File: config.mk
export PLATFORM = sky130hd
export DESIGN_NAME = argon_bus_mux
export DESIGN_NICKNAME = d
export VERILOG_FILES = /design/src/rtl/argon_pkg.sv /design/src/rtl/argon_rr_picker.sv /design/src/rtl/argon_bus_mux.sv
export SDC_FILE = /design/constraint.sdc
export NUM_CORES = 1
export LEC_CHECK = 0
export CORE_ASPECT_RATIO = 1.1
export CORE_UTILIZATION = 35
export DETAILED_ROUTE_END_ITERATION = 6
export PLACE_DENSITY = 0.66
export SETUP_SLACK_MARGIN = 0.05
export SYNTH_ARGS = -nofsm -noshare
export SYNTH_HDL_FRONTEND = slang
export SYNTH_SLANG_ARGS = --single-unit
export TNS_END_PERCENT = 100
File: constraint.sdc
create_clock -name i_Clk -period 7.39 [get_ports i_Clk]
set_input_delay 1.478 -clock i_Clk [delete_from_list [all_inputs] [get_ports i_Clk]]
set_output_delay 1.478 -clock i_Clk [all_outputs]
set_load 0.01 [all_outputs]
File: src/rtl/argon_pkg.sv
// argon_pkg: shared arbitration mode type and default sizing for the argon bus mux.
package argon_pkg;
  typedef enum logic {MODE_PRIORITY = 1'b0, MODE_ROUND_ROBIN = 1'b1} bus_mode_e;
  localparam int DEF_WIDTH     = 16;
  localparam int DEF_CHANNELS  = 4;
  localparam int DEF_CNT_WIDTH = 8;
endpackage

File: src/rtl/argon_rr_picker.sv
// argon_rr_picker: combinational winner search over the request vector.
module argon_rr_picker
  import argon_pkg::*;
#(
  parameter int CHANNELS = DEF_CHANNELS,
  parameter int IW       = $clog2(CHANNELS)
) (
  input  logic [CHANNELS-1:0] req_i,
  input  logic [IW-1:0]       ptr_i,
  input  bus_mode_e           mode_i,
  output logic [IW-1:0]       win_o,
  output logic                any_o
);
  logic [IW-1:0] base;
  // Priority mode is a round-robin search that always starts just after the top channel.
  assign base = (mode_i == MODE_PRIORITY) ? IW'(CHANNELS - 1) : ptr_i;
  always_comb begin
    win_o = '0;
    any_o = 1'b0;
    for (int k = 1; k <= CHANNELS; k++) begin
      if (!any_o && req_i[(int'(base) + k) % CHANNELS]) begin
        win_o = IW'((int'(base) + k) % CHANNELS);
        any_o = 1'b1;
      end
    end
  end
endmodule

File: src/rtl/argon_bus_mux.sv
// argon_bus_mux: N-channel arbitrated bus mux with registered output slot and conflict counter.
module argon_bus_mux
  import argon_pkg::*;
#(
  parameter int WIDTH     = DEF_WIDTH,
  parameter int CHANNELS  = DEF_CHANNELS,
  parameter int CNT_WIDTH = DEF_CNT_WIDTH
) (
  input  logic                      i_Clk,
  input  logic                      i_Reset,
  input  logic [CHANNELS*WIDTH-1:0] i_data,
  input  logic [CHANNELS-1:0]       i_valid,
  input  bus_mode_e                 i_mode,
  input  logic                      i_ready,
  input  logic                      i_clear_count,
  output logic [WIDTH-1:0]          o_data,
  output logic                      o_valid,
  output logic [CHANNELS-1:0]       o_grant,
  output logic                      o_conflict,
  output logic [CNT_WIDTH-1:0]      o_conflict_count
);
  localparam int IW = $clog2(CHANNELS);
  logic [WIDTH-1:0]     data_q, data_d;
  logic                 valid_q, valid_d, conflict_q, conflict_d;
  logic [CHANNELS-1:0]  grant_q, grant_d;
  logic [CNT_WIDTH-1:0] cnt_q, cnt_d;
  logic [IW-1:0]        ptr_q, ptr_d, win;
  logic                 any, load, capture, multi;
  argon_rr_picker #(.CHANNELS(CHANNELS)) u_pick (
    .req_i (i_valid),
    .ptr_i (ptr_q),
    .mode_i(i_mode),
    .win_o (win),
    .any_o (any)
  );
  assign load    = !valid_q || i_ready;
  assign capture = load && any;
  assign multi   = $countones(i_valid) >= 2;
  always_comb begin
    data_d     = capture ? i_data[int'(win)*WIDTH +: WIDTH] : data_q;
    valid_d    = load ? any : valid_q;
    grant_d    = capture ? CHANNELS'(1) << win : '0;
    conflict_d = capture && multi;
    ptr_d      = capture ? win : ptr_q;
    cnt_d      = i_clear_count ? '0 :
                 (conflict_d && cnt_q != '1) ? CNT_WIDTH'(cnt_q + 1'b1) : cnt_q;
  end
  always_ff @(posedge i_Clk) begin
    if (i_Reset) begin
      data_q     <= '0;
      valid_q    <= 1'b0;
      grant_q    <= '0;
      conflict_q <= 1'b0;
      cnt_q      <= '0;
      ptr_q      <= IW'(CHANNELS - 1);
    end else begin
      data_q     <= data_d;
      valid_q    <= valid_d;
      grant_q    <= grant_d;
      conflict_q <= conflict_d;
      cnt_q      <= cnt_d;
      ptr_q      <= ptr_d;
    end
  end
  assign o_data           = data_q;
  assign o_valid          = valid_q;
  assign o_grant          = grant_q;
  assign o_conflict       = conflict_q;
  assign o_conflict_count = cnt_q;
endmodule
# Yosys cells after proc, flatten, opt, wreduce, memory -nomap -nowiden
# Cells that the tools add are included.
# Widths: inputs -> output; s select.
[totals]
ff_bits = 32
input_bits = 73
output_inout_bits = 30
wordCells = 65
[op_classes]
add_sub_neg = 8
magnitude_cmp = 5
n_eq_ne = 1
n_shift = 2
muxes = 21
n_bitwise = 5
n_reduce_logical = 17
[op_table]
columns = ["cell", "count"]
rows = [
  ["$shiftx 64x7->16", 1],
  ["$lt 3x4->1 const B", 4],
  ["$mux 1", 12],
  ["$reduce_or 2->1", 6],
  ["$mux 2", 5],
  ["$add 8x1->8 const B", 1],
  ["$bmux 1 s2", 4],
  ["$ne 8x8->1 const B", 1],
  ["$logic_and 1x1->1", 6],
  ["$add 1x1->2", 2],
  ["$add 2x1->2 const B", 2],
  ["$add 2x2->2 const B", 2],
  ["$and 1x1->1 const A", 4],
  ["$logic_not 1->1", 4],
  ["$shl 1x2->4 const A", 1],
  ["$add 2x2->3", 1],
  ["$ge 3x2->1 const B", 1],
  ["$logic_or 1x1->1", 1],
  ["$not 1->1", 1],
]

# Depth between registers and ports, before layout
# Gate-level depths: netlist of the first run.
[logic_depth]
depth_word = 20
ltp_mapped = 10

# Modules after synthesis
# A second synthesis of the first run with hierarchy kept.
[hier_totals]
cells_unflattened = 151
hier_area_um2 = 1730.4
[modules_own_cells]
columns = ["module", "n_inst", "cells_each", "area_per_inst_um2", "seq_area_each_um2"]
rows = [
  ["argon_bus_mux", 1, 129, 1594.0, 640.6],
  ["argon_rr_picker", 1, 22, 136.4, 0.0],
]

# Least setup slack after synthesis of the first run
# OpenSTA, ideal clock, no wires.
[synth_path]
path_kind = "input to register"
from = "in i_mode"
to = "reg data_q[15], in the netlist o_data[15]"
setup_time_ns = 0.141
t_arrival_ns = 3.285
required_time_ns = 7.249
slack_ns = 3.964
path_stages = 9
n_path_buf = 3
path_cell_list = "buf_4 > a21bo_1 > a22o_1 > or3b_1 > buf_2 > buf_6 > o211a_1 > o311ai_1 > o221ai_1"
[synth_between]
elab_chain_cells = 16
word_cells_on_any_way = 33
[synth_rtl]
columns = ["element", "line", "text"]
rows = [
  ["start: declaration", "argon_bus_mux.sv:13", "input bus_mode_e i_mode,"],
  ["$mux 2 (*)", "argon_rr_picker.sv:16", "assign base = (mode_i == MODE_PRIORITY) ? IW'(CHANNELS - 1) : ptr_i;"],
  ["$add 2x1->2", "argon_rr_picker.sv:21, argon_rr_picker.sv:22", ""],
  ["$bmux 1 s2", "argon_rr_picker.sv:21", "if (!any_o && req_i[(int'(base) + k) % CHANNELS]) begin"],
  ["$mux 1 (implied by the code) (2 in series)", "argon_rr_picker.sv:21", ""],
  ["$mux 1", "argon_rr_picker.sv:21", ""],
  ["$logic_not 1->1", "argon_rr_picker.sv:21", ""],
  ["$logic_and 1x1->1", "argon_rr_picker.sv:21", ""],
  ["$mux 1", "argon_rr_picker.sv:21", ""],
  ["$logic_not 1->1", "argon_rr_picker.sv:21", ""],
  ["$logic_and 1x1->1", "argon_rr_picker.sv:21", ""],
  ["$mux 1", "argon_rr_picker.sv:21", ""],
  ["$logic_not 1->1", "argon_rr_picker.sv:21", ""],
  ["$logic_and 1x1->1", "argon_rr_picker.sv:21", ""],
  ["$mux 2 / $mux 1 (equally long branches)", "argon_rr_picker.sv:21", ""],
  ["$shiftx 64x7->16 / $logic_and 1x1->1 (equally long branches)", "argon_bus_mux.sv:40, argon_bus_mux.sv:37", ""],
  ["end signal: assignment", "argon_bus_mux.sv:57", "data_q <= data_d;"],
  ["end: declaration", "argon_bus_mux.sv:23", "logic [WIDTH-1:0] data_q, data_d;"],
]
# Every way passes the cells marked *; elsewhere a longest branch is shown, timed or not. The select of a mux whose other input is x is not followed.
# A chain may end at the register's enable or synchronous reset.

# Worst setup path after layout of the first run
[layout_path]
from = "in i_mode"
to = "reg data_q[5], in the netlist o_data[5]"
# The elaborated chain is that of the path after synthesis.

==> metrics.yaml, run 1 <==
grt_use_total: 0.195
critical_path.cell_chain: "clkdlybuf4s50_1, a21bo_1, a22o_1, or3b_1, o21ai_2, buf_4, mux2i_1, o221ai_1"
netSwitchingFraction: 0.333
category_of_the_worst_setup_path_launch_point: "input pin"
type_of_the_most_critical_hold_path: "flip-flop to flip-flop"
internal-power_mw: 0.379
grt_antenna_before_repair: 0
crit-reg2reg-launch: "ptr_q[1]$_SDFFE_PP1P_"
synthCells: 279
synthDominantAreaCellType: "dfxtp_1"
clock_latency_ns: 0.28
synthMuxAreaShare: 0.0881
worst-path-max-fanout: 34
mapped_nets: 354
synth_seq_cells: 32
drt_drc_violations_left: 0
routed_wl_um: 6790
die_y_um: 87.0
synth.avg_cell_area_um2: 8.25
finalInstanceArea_mm2: 0.00340
crit_path_start: "i_mode"
worst_ep_required_time_ns: 7.51
clockBufferDepth: 2
grt_ovf: 0
post_cts_resized: 0
finalHoldViolations: 0
slew_viol_final: 0
post_synth_num_cell_types: 55
synthTopCellsByCount: "inv_1 (34), dfxtp_1 (32), nor2_1 (32)"
clock_sink_count: 32
ys_async_sr_fraction: 0
post_cts.repair.setup_buffers: 0
grt_first_pass_wirelength_um: 10700
timing.critical_path.buf_inv: 2
cpLargestDelayFamily: "compound AO/OA/AOI/OAI gates"
avgViaCountPerCell: 5.33
cts_hold_buf: 0
drive_gt1_frac: 0.0625
cp_slowest_stage_delay_ns: 0.82
gp_congestion: 0.822
number_of_drc_violations_after_detailed_routing_iteration_0: 161
synth_top_family_by_area: "compound AO/OA/AOI/OAI gates"
rsz0062_at_grt: "no"
clkPwrFrac: 0.229
num_rows: 30
num_antenna_cells: 0
seq_power_share: 0.365
syn-cell-area_mm2: 0.00230
finalCritPeriodShare: 0.626
hold_path_startpoint: "o_data[15]$_SDFFE_PP0P_"
setup_tns_ns: 0
tritoncts: "built"
port_buffers: 102
leakagePower_nw: 1.40
r2r_end: "o_data[5]$_SDFFE_PP0P_"
cpMaxStageDelayCell: "or3b_1"
timing_worst_slew_pin_value_ns: 1.11
average_detailed_routed_wire_length_per_instance_um: 15.2
drtAntennaViolNets: 0
r2r_cells: 7
pin_count_of_the_biggest_net_entering_global_routing: 35
critical_path_arrival_ns: 4.75
peakVddDrop_mv: 0.0676
drt_first_pass_iters: 4
initial_utilization: 0.367
post_synth_edffs: 0
synth_ff_type: "dfxtp_1"
finalClockSkew_ns: 0.00967
sequential_fraction_of_the_synthesis_area: 0.278
syn2layout_area_growth_pct: 47.7
area_share_of_xor_xnor_cells_in_the_synthesized_design: 0.0190
cp-end-kind: "flip-flop"
cellPowerDensity_mw_per_mm2: 167
yosys.area_share.simple: 0.169
drv_cap: 0
status: "finished clean"
post-synth-top-count-cell: "inv_1"
worst_setup_hold_path_clk_slew_ns: 0.07
post_synthesis_compound_gate_area_fraction: 0.315
timing.setup.critical_path_class: "input pin to flip-flop"
yosysTopAreaCellShare: 0.278
synth.top_cells.by_area: "dfxtp_1 (28%), mux2i_1 (7.8%), o211a_1 (7.0%), o221ai_1 (6.5%), o311ai_1 (6.1%)"
timing.final.crit_period_ns: 4.63
postPlaceCellArea_mm2: 0.00332
top_level_ports: 103
design.core.area_mm2: 0.00627
final-setup-viol-count: 0
dpl.hpwl_um: 4920
area_share_of_fa_ha_maj_cells_after_synthesis: 0.0141
path_depth: 8
cts_buffers: 5
route.vias.total: 2390
slew_headroom: 0.260
netSwitchingPower_mw: 0.189
setup_slack_on_the_worst_flop_to_flop_path_ns: 4.12
die-area_mm2: 0.00690
hold_path_end: "o_data[15]$_SDFFE_PP0P_"
fmax_mhz: 216
combinational_share_of_power: 0.406
final_layout_net_count: 443
hold_path_depth: 2
yosys_warnings: 0
dieWidth_um: 79.3
ctsRootBufferMaster: "clkbuf_8"
vias_in_the_first_global_route: 2223
cts_htree_levels: 2
[cell usage in the layout, fill, tap and decap left out, types with 2 or more instances in the layout]
master / Yosys / routed
a211o_1: 2 / 2
a21oi_1: 6 / 5
and3_1: 2 / 2
and3b_1: 2 / 2
buf_4: 1 / 4
clkbuf_8: 0 / 5
clkdlybuf4s50_1: 0 / 102
dfxtp_1: 32 / 32
inv_1: 34 / 34
mux2_2: 2 / 2
mux2i_1: 18 / 18
nand2_1: 5 / 5
nand2b_1: 5 / 5
nand3_1: 3 / 3
nor2_1: 32 / 32
nor2b_1: 4 / 4
nor3_1: 17 / 17
nor3b_1: 2 / 2
o2111ai_1: 3 / 3
o211a_1: 16 / 16
o21ai_0: 3 / 3
o21ai_1: 3 / 2
o21ai_2: 1 / 2
o221ai_1: 17 / 17
o311ai_1: 16 / 16
xnor2_1: 3 / 3
xor2_1: 2 / 2
[worst reg2reg max path, stage by stage, from the launching register on]
cell and delay, ns:
dfxtp_1 0.57, and3b_1 0.23, o21ai_1 0.22, or3b_1 0.82, o21ai_2 0.58, buf_4 0.32, mux2i_1 0.24, o221ai_1 0.13
[worst max path at each step]
stage | endpoint
after global placement | o_data[0]$_SDFFE_PP0P_
after detailed placement | o_data[3]$_SDFFE_PP0P_
final | o_data[5]$_SDFFE_PP0P_
after floorplan | o_data[15]$_SDFFE_PP0P_
after global routing | o_data[5]$_SDFFE_PP0P_
after CTS | o_data[3]$_SDFFE_PP0P_
[stage by stage]
stage | utilization | total power, mW | instances | setup WS, ns | hold slack, ns
2_1_floorplan | - | 0.348 | 279 | 3.96 | 0.516
6_report | 0.542 | 0.568 | 448 | 2.76 | 0.502
3_3_place_gp | 0.530 | 0.438 | 441 | 2.60 | 0.484
3_5_place_dp | 0.530 | 0.442 | 441 | 2.48 | 0.490
5_1_grt | 0.542 | 0.604 | 448 | 2.51 | 0.516
4_1_cts | 0.542 | 0.572 | 448 | 2.77 | 0.500
[cells by family (layout without fill, tap and decap cells)]
| family | count (synthesis) | in the layout |
|---|---|---|
| adder cells (fa/ha/maj) | 2 | 2 |
| AO/OA/AOI/OAI | 84 | 84 |
| buffers and inverters | 58 | 147 |
| AND/OR/NAND/NOR | 78 | 78 |
| flip-flops | 32 | 32 |
| multiplexers | 20 | 20 |
| XOR/XNOR | 5 | 5 |
[metal layers]
metal / routed length, um / global-route usage / up-vias
met5: 0 / 0 / -
met4: 57 / 0.0529 / 0
met3: 444 / 0.0408 / 5
met2: 3180 / 0.320 / 78
met1: 3110 / 0.258 / 1103
li1: - / - / 1204
[power by group through the flow]
stage	Combinational (mW)	Sequential, mW	Clock, mW
floorplan	0.132	0.216	0
global placement	0.227	0.211	0
detailed placement	0.231	0.211	0
CTS	0.232	0.207	0.133
global route	0.252	0.210	0.142
finish	0.231	0.207	0.130
[cell type report]
| type | instances | area (um2) |
|---|---|---|
| clock buffer | 6 | 72.6 |
| clock inverter | 1 | 5.00 |
| fill | 608 | 2870 |
| inverter | 34 | 128 |
| multi-input combinational | 189 | 1400 |
| sequential | 32 | 641 |
| tap | 80 | 100 |
| timing repair buffer | 106 | 1050 |
[state kept, by name (all words and copies together), names as in the netlist]
| register | cells |
|---|---|
| o_conflict | 1 |
| o_conflict_count | 8 |
| o_data | 16 |
| o_grant | 4 |
| o_valid | 1 |
| ptr_q | 2 |
Note: power is estimated with default switching activity, not from simulation.
==> run 2: changes to the inputs <==
- clock period: 7.39 -> 4.6 ns (I/O delays scaled with it)
==> metrics.yaml, run 2 (synthesis results as in run 1) <==
avgViaCountPerCell: 5.41  # +1.4%
vias_in_the_first_global_route: 2334  # +5.0%
num_antenna_cells: 0  # unchanged
timing.final.crit_period_ns: 3.63
multiInputGateArea_mm2: 0.00140  # unchanged
slew_headroom: 0.514  # +0.255
cp-end-kind: "flip-flop"
die_y_um: 87.0  # unchanged
cts_hold_buf: 0  # unchanged
clockBufferDepth: 2  # unchanged
grt_antenna_before_repair: 0  # unchanged
clock_sink_count: 32  # unchanged
ctsRootBufferMaster: "clkbuf_8"
timing.setup.critical_path_class: "input pin to flip-flop"
cts_buffers: 5  # unchanged
drv_cap: 0  # unchanged
initial_utilization: 0.367  # unchanged
grt_first_pass_wirelength_um: 11000  # +2.6%
design.core.area_mm2: 0.00627  # unchanged
type_of_the_most_critical_hold_path: "flip-flop to flip-flop"
tritoncts: "built"
hold_path_startpoint: "o_data[15]$_SDFFE_PP0P_"
routed_wl_um: 6980  # +2.7%
netSwitchingFraction: 0.306  # -0.0278
final.setup.worst_slack_ns: 0.974  # -1.79 ns
finalCritPeriodShare: 0.788
slew_viol_final: 0  # unchanged
syn2layout_area_growth_pct: 50.5
gp_congestion: 0.808  # -1.6%
timing.critical_path.buf_inv: 2  # unchanged
critical_path.cell_chain: "clkdlybuf4s50_1, a21bo_1, a22o_1, or3b_1, buf_4, o211a_1, o311ai_1, o221ai_1"
largest_register_ffs: 16  # unchanged
rsz0062_at_grt: "no"
finalClockSkew_ns: 0.00833  # -0.00134 ns
hold_path_end: "o_data[15]$_SDFFE_PP0P_"
seq_power_share: 0.331  # -0.034
fmax_mhz: 276
dpl.hpwl_um: 5170  # +5.1%
leakagePower_nw: 1.43  # +2.4%
path_depth: 8  # unchanged
crit-reg2reg-launch: "ptr_q[1]$_SDFFE_PP1P_"
cpLargestDelayFamily: "compound AO/OA/AOI/OAI gates"
post_cts_resized: 0  # unchanged
internal-power_mw: 0.699  # +85%
port_buffers: 102  # unchanged
drt_drc_violations_left: 0  # unchanged
hold_path_depth: 2  # unchanged
worst_setup_hold_path_clk_slew_ns: 0.07  # about the same
post_cts.repair.setup_buffers: 0  # unchanged
netSwitchingPower_mw: 0.308  # +63%
status: "finished clean"
grt_ovf: 0  # unchanged
route.vias.total: 2439  # +2.1%
drt_first_pass_iters: 4  # unchanged
final_cell_mix: "clkdlybuf4s50_1 (102), inv_1 (34), nor2_1 (32), dfxtp_1 (32), mux2i_1 (18)"
peakVddDrop_mv: 0.139  # +110%
critical_path_arrival_ns: 3.76  # -0.99 ns
dieWidth_um: 79.3  # unchanged
drtAntennaViolNets: 0  # unchanged
category_of_the_worst_setup_path_launch_point: "input pin"
drive_gt1_frac: 0.0728  # +0.0103
clkPwrFrac: 0.295  # +0.066
number_of_drc_violations_after_detailed_routing_iteration_0: 116  # -28%
r2r_end: "o_data[11]$_SDFFE_PP0P_"
post-route-util: 0.552  # +0.0102
clock_latency_ns: 0.28  # about the same
num_rows: 30  # unchanged
cp_slowest_stage_delay_ns: 0.68  # -0.14 ns
mostFrequentLayoutCell: "clkdlybuf4s50_1"
pin_count_of_the_biggest_net_entering_global_routing: 23  # -34%
final_layout_net_count: 445  # +0.45%
combinational_share_of_power: 0.374  # -0.032
grt_use_total: 0.203  # +0.00864
timing_worst_slew_pin_value_ns: 0.729  # -0.382 ns
cts_htree_levels: 2  # unchanged
finalHoldViolations: 0  # unchanged
setup_tns_ns: 0  # unchanged
final-seq-area_um2: 641  # unchanged
nFillCells: 613  # +0.82%
setup_slack_on_the_worst_flop_to_flop_path_ns: 1.74  # -2.38 ns
worst-path-max-fanout: 22  # -35%
top_level_ports: 103  # unchanged
post-place-ws_ns: 0.678  # -1.80 ns
cellPowerDensity_mw_per_mm2: 291  # +74%
average_detailed_routed_wire_length_per_instance_um: 15.5  # +2.1%
final-setup-viol-count: 0  # unchanged
worst_ep_required_time_ns: 4.74  # -2.77 ns
cpMaxStageDelayCell: "or3b_1"
die-area_mm2: 0.00690  # unchanged
r2r_cells: 7  # unchanged
[run 2: worst max path at each step]
stage	startpoint	to	slack, ns
after floorplan	i_mode	o_data[15]$_SDFFE_PP0P_	1.73
after global placement	i_mode	o_data[0]$_SDFFE_PP0P_	0.77
after detailed placement	i_mode	o_data[11]$_SDFFE_PP0P_	0.68
after CTS	i_mode	o_data[11]$_SDFFE_PP0P_	0.98
after global routing	i_valid[2]	o_data[12]$_SDFFE_PP0P_	0.78
final	i_mode	o_data[11]$_SDFFE_PP0P_	0.97
[run 2: through the flow]
| step | cells | cell area, um2 | total power [mW] | hold WS [ns] |
|---|---|---|---|---|
| final | 451 | 3460 | 1.01 | 0.493 |
| after floorplan | 279 | 2300 | 0.559 | 0.516 |
| after global placement | 443 | 3340 | 0.710 | 0.481 |
| after global routing | 451 | 3460 | 1.07 | 0.538 |
| after CTS | 451 | 3460 | 1.02 | 0.496 |
| after detailed placement | 443 | 3340 | 0.717 | 0.485 |
[run 2: metal layers]
metal	vias to the layer above	GRT usage	wire, um
met3	2	0.0492	435
met5	-	0	0
met4	0	0.0545	36
met1	1155	0.254	3090
li1	1208	-	-
met2	74	0.348	3420
[run 2: cell type report]
cell class / count / share of cell area
Multi-Input combinational cell: 189 / 0.405
Timing Repair Buffer: 108 / 0.308
Clock inverter: 1 / 0.00867
Sequential cell: 32 / 0.185
Tap cell: 80 / 0.0289
Inverter: 34 / 0.0369
Clock buffer: 7 / 0.0278
[run 2: power by group through the flow]
stage / clock [mW] / combinational (mW) / sequential, mW
after floorplan: 0 / 0.212 / 0.347
after global placement: 0 / 0.371 / 0.339
after detailed placement: 0 / 0.377 / 0.340
after CTS: 0.305 / 0.379 / 0.334
after global routing: 0.320 / 0.411 / 0.339
final: 0.297 / 0.376 / 0.334
[run 2: worst reg2reg max path: stages, from the launching register on]
cell and delay, ns:
dfxtp_1 0.57, and3b_1 0.23, o21ai_1 0.24, or3b_1 0.69, buf_4 0.32, o211a_1 0.22
o311ai_1 0.30, o221ai_1 0.16
==> run 3: changes to the inputs <==
- clock period: 4.6 -> 3.62 ns (I/O delays scaled with it)
==> metrics.yaml, run 3 (synthesis results as in run 1) <==
clockBufferDepth: 2  # unchanged
dieWidth_um: 79.3  # unchanged
setup_tns_ns: 0  # unchanged
grt_use_total: 0.204  # +0.000355
tritoncts: "built"
cp-end-kind: "flip-flop"
die_y_um: 87.0  # unchanged
die-area_mm2: 0.00690  # unchanged
final-setup-viol-count: 0  # unchanged
finalClockSkew_ns: 0.00543  # -0.00291 ns
peakVddDrop_mv: 0.201  # +44%
r2r_cells: 7  # unchanged
drt_first_pass_iters: 4  # unchanged
gp_congestion: 0.821  # +1.6%
syn2layout_area_growth_pct: 51.7
grt_first_pass_wirelength_um: 11000  # +0.57%
finalCritPeriodShare: 0.838
type_of_the_most_critical_hold_path: "flip-flop to flip-flop"
avgViaCountPerCell: 5.34  # -1.3%
post_cts.repair.setup_buffers: 0  # unchanged
vias_in_the_first_global_route: 2397  # +2.7%
r2r_end: "o_data[12]$_SDFFE_PP0P_"
timing_worst_slew_pin_value_ns: 0.759  # +0.0309 ns
cts_htree_levels: 2  # unchanged
pin_count_of_the_biggest_net_entering_global_routing: 35  # +52%
finalPower_mw: 1.21  # +20%
num_rows: 30  # unchanged
setup_slack_on_the_worst_flop_to_flop_path_ns: 1.02  # -0.72 ns
drive_gt1_frac: 0.0897  # +0.0169
initial_utilization: 0.367  # unchanged
post-route-util: 0.557  # +0.00439
postPlaceCellArea_mm2: 0.00340  # +1.8%
dp_cells: 451  # +1.8%
finalHoldViolations: 0  # unchanged
mostFrequentLayoutCell: "clkdlybuf4s50_1"
drv_cap: 0  # unchanged
clock_latency_ns: 0.29  # about the same
slew_headroom: 0.494  # -0.0206
timing.final.crit_period_ns: 3.03
timing.setup.critical_path_class: "input pin to flip-flop"
grt_ovf: 0  # unchanged
cellPowerDensity_mw_per_mm2: 347  # +19%
fmax_mhz: 330
grt_antenna_before_repair: 0  # unchanged
hold_path_depth: 2  # unchanged
num_antenna_cells: 0  # unchanged
worst-path-max-fanout: 10  # -55%
worst_ep_required_time_ns: 3.76  # -0.98 ns
final_cell_mix: "clkdlybuf4s50_1 (102), inv_1 (34), nor2_1 (32), dfxtp_1 (32), mux2i_1 (18)"
number_of_drc_violations_after_detailed_routing_iteration_0: 112  # -3.4%
final_cells: 459  # +1.8%
critical_path_arrival_ns: 3.18  # -0.58 ns
dpl.hpwl_um: 5050  # -2.4%
clock_sink_count: 32  # unchanged
rsz0062_at_grt: "no"
cts_buffers: 5  # unchanged
post_cts_resized: 0  # unchanged
finalInstanceArea_mm2: 0.00349  # +0.80%
largest_register_ffs: 16  # unchanged
worst_setup_hold_path_clk_slew_ns: 0.07  # about the same
design.core.area_mm2: 0.00627  # unchanged
ctsRootBufferMaster: "clkbuf_8"
cts_hold_buf: 0  # unchanged
leakagePower_nw: 1.45  # +1.3%
slew_viol_final: 0  # unchanged
final_layout_net_count: 453  # +1.8%
drtAntennaViolNets: 0  # unchanged
status: "finished clean"
routed_wl_um: 6890  # -1.2%
drt_drc_violations_left: 0  # unchanged
category_of_the_worst_setup_path_launch_point: "input pin"
hold_path_end: "o_data[15]$_SDFFE_PP0P_"
crit-reg2reg-launch: "ptr_q[1]$_SDFFE_PP1P_"
port_buffers: 102  # unchanged
average_detailed_routed_wire_length_per_instance_um: 15.0  # -3.0%
hold_path_startpoint: "o_data[15]$_SDFFE_PP0P_"
route.vias.total: 2450  # +0.45%
top_level_ports: 103  # unchanged
## run 3: cell type report
cell class / count / area [um2]
fillers: 575 / 2780
repair buffers: 116 / 1130
well taps: 80 / 100
inverters: 34 / 128
flip-flops and latches: 32 / 641
multi-input cells: 189 / 1400
clock inverters: 1 / 7.51
clock buffers: 7 / 86.3
## run 3: critical path: stages
cell             delay, ns
clkdlybuf4s50_1       0.53
a21bo_1               0.25
a22o_1                0.26
or3b_1                0.45
buf_4                 0.20
o211a_1               0.22
o311ai_1              0.37
o221ai_1              0.17
## run 3: worst max path at each step
stage / startpoint / to
2_1_floorplan: i_mode / o_data[15]$_SDFFE_PP0P_
3_3_place_gp: i_mode / o_data[10]$_SDFFE_PP0P_
3_5_place_dp: i_mode / o_data[10]$_SDFFE_PP0P_
4_1_cts: i_mode / o_data[10]$_SDFFE_PP0P_
5_1_grt: i_valid[2] / o_data[3]$_SDFFE_PP0P_
6_report: i_mode / o_data[12]$_SDFFE_PP0P_
## run 3: layer usage
| metal | global-route usage | share of wire |
|---|---|---|
| met1 | 0.251 | 0.45 |
| met3 | 0.0492 | 0.059 |
| met2 | 0.344 | 0.48 |
| met5 | 0 | 0 |
| met4 | 0.0727 | 0.013 |
## run 3: report_power, final
group,internal [mW],switching [mW]
clock network,0.155,0.143
registers,0.395,0.0281
logic,0.262,0.229
## run 3: through the flow
stage / setup WS [ns] / hold WS [ns]
after global placement: 0.334 / 0.494
after detailed placement: 0.291 / 0.488
after CTS: 0.583 / 0.499
final: 0.585 / 0.496
after floorplan: 0.948 / 0.516
after global routing: 0.454 / 0.549
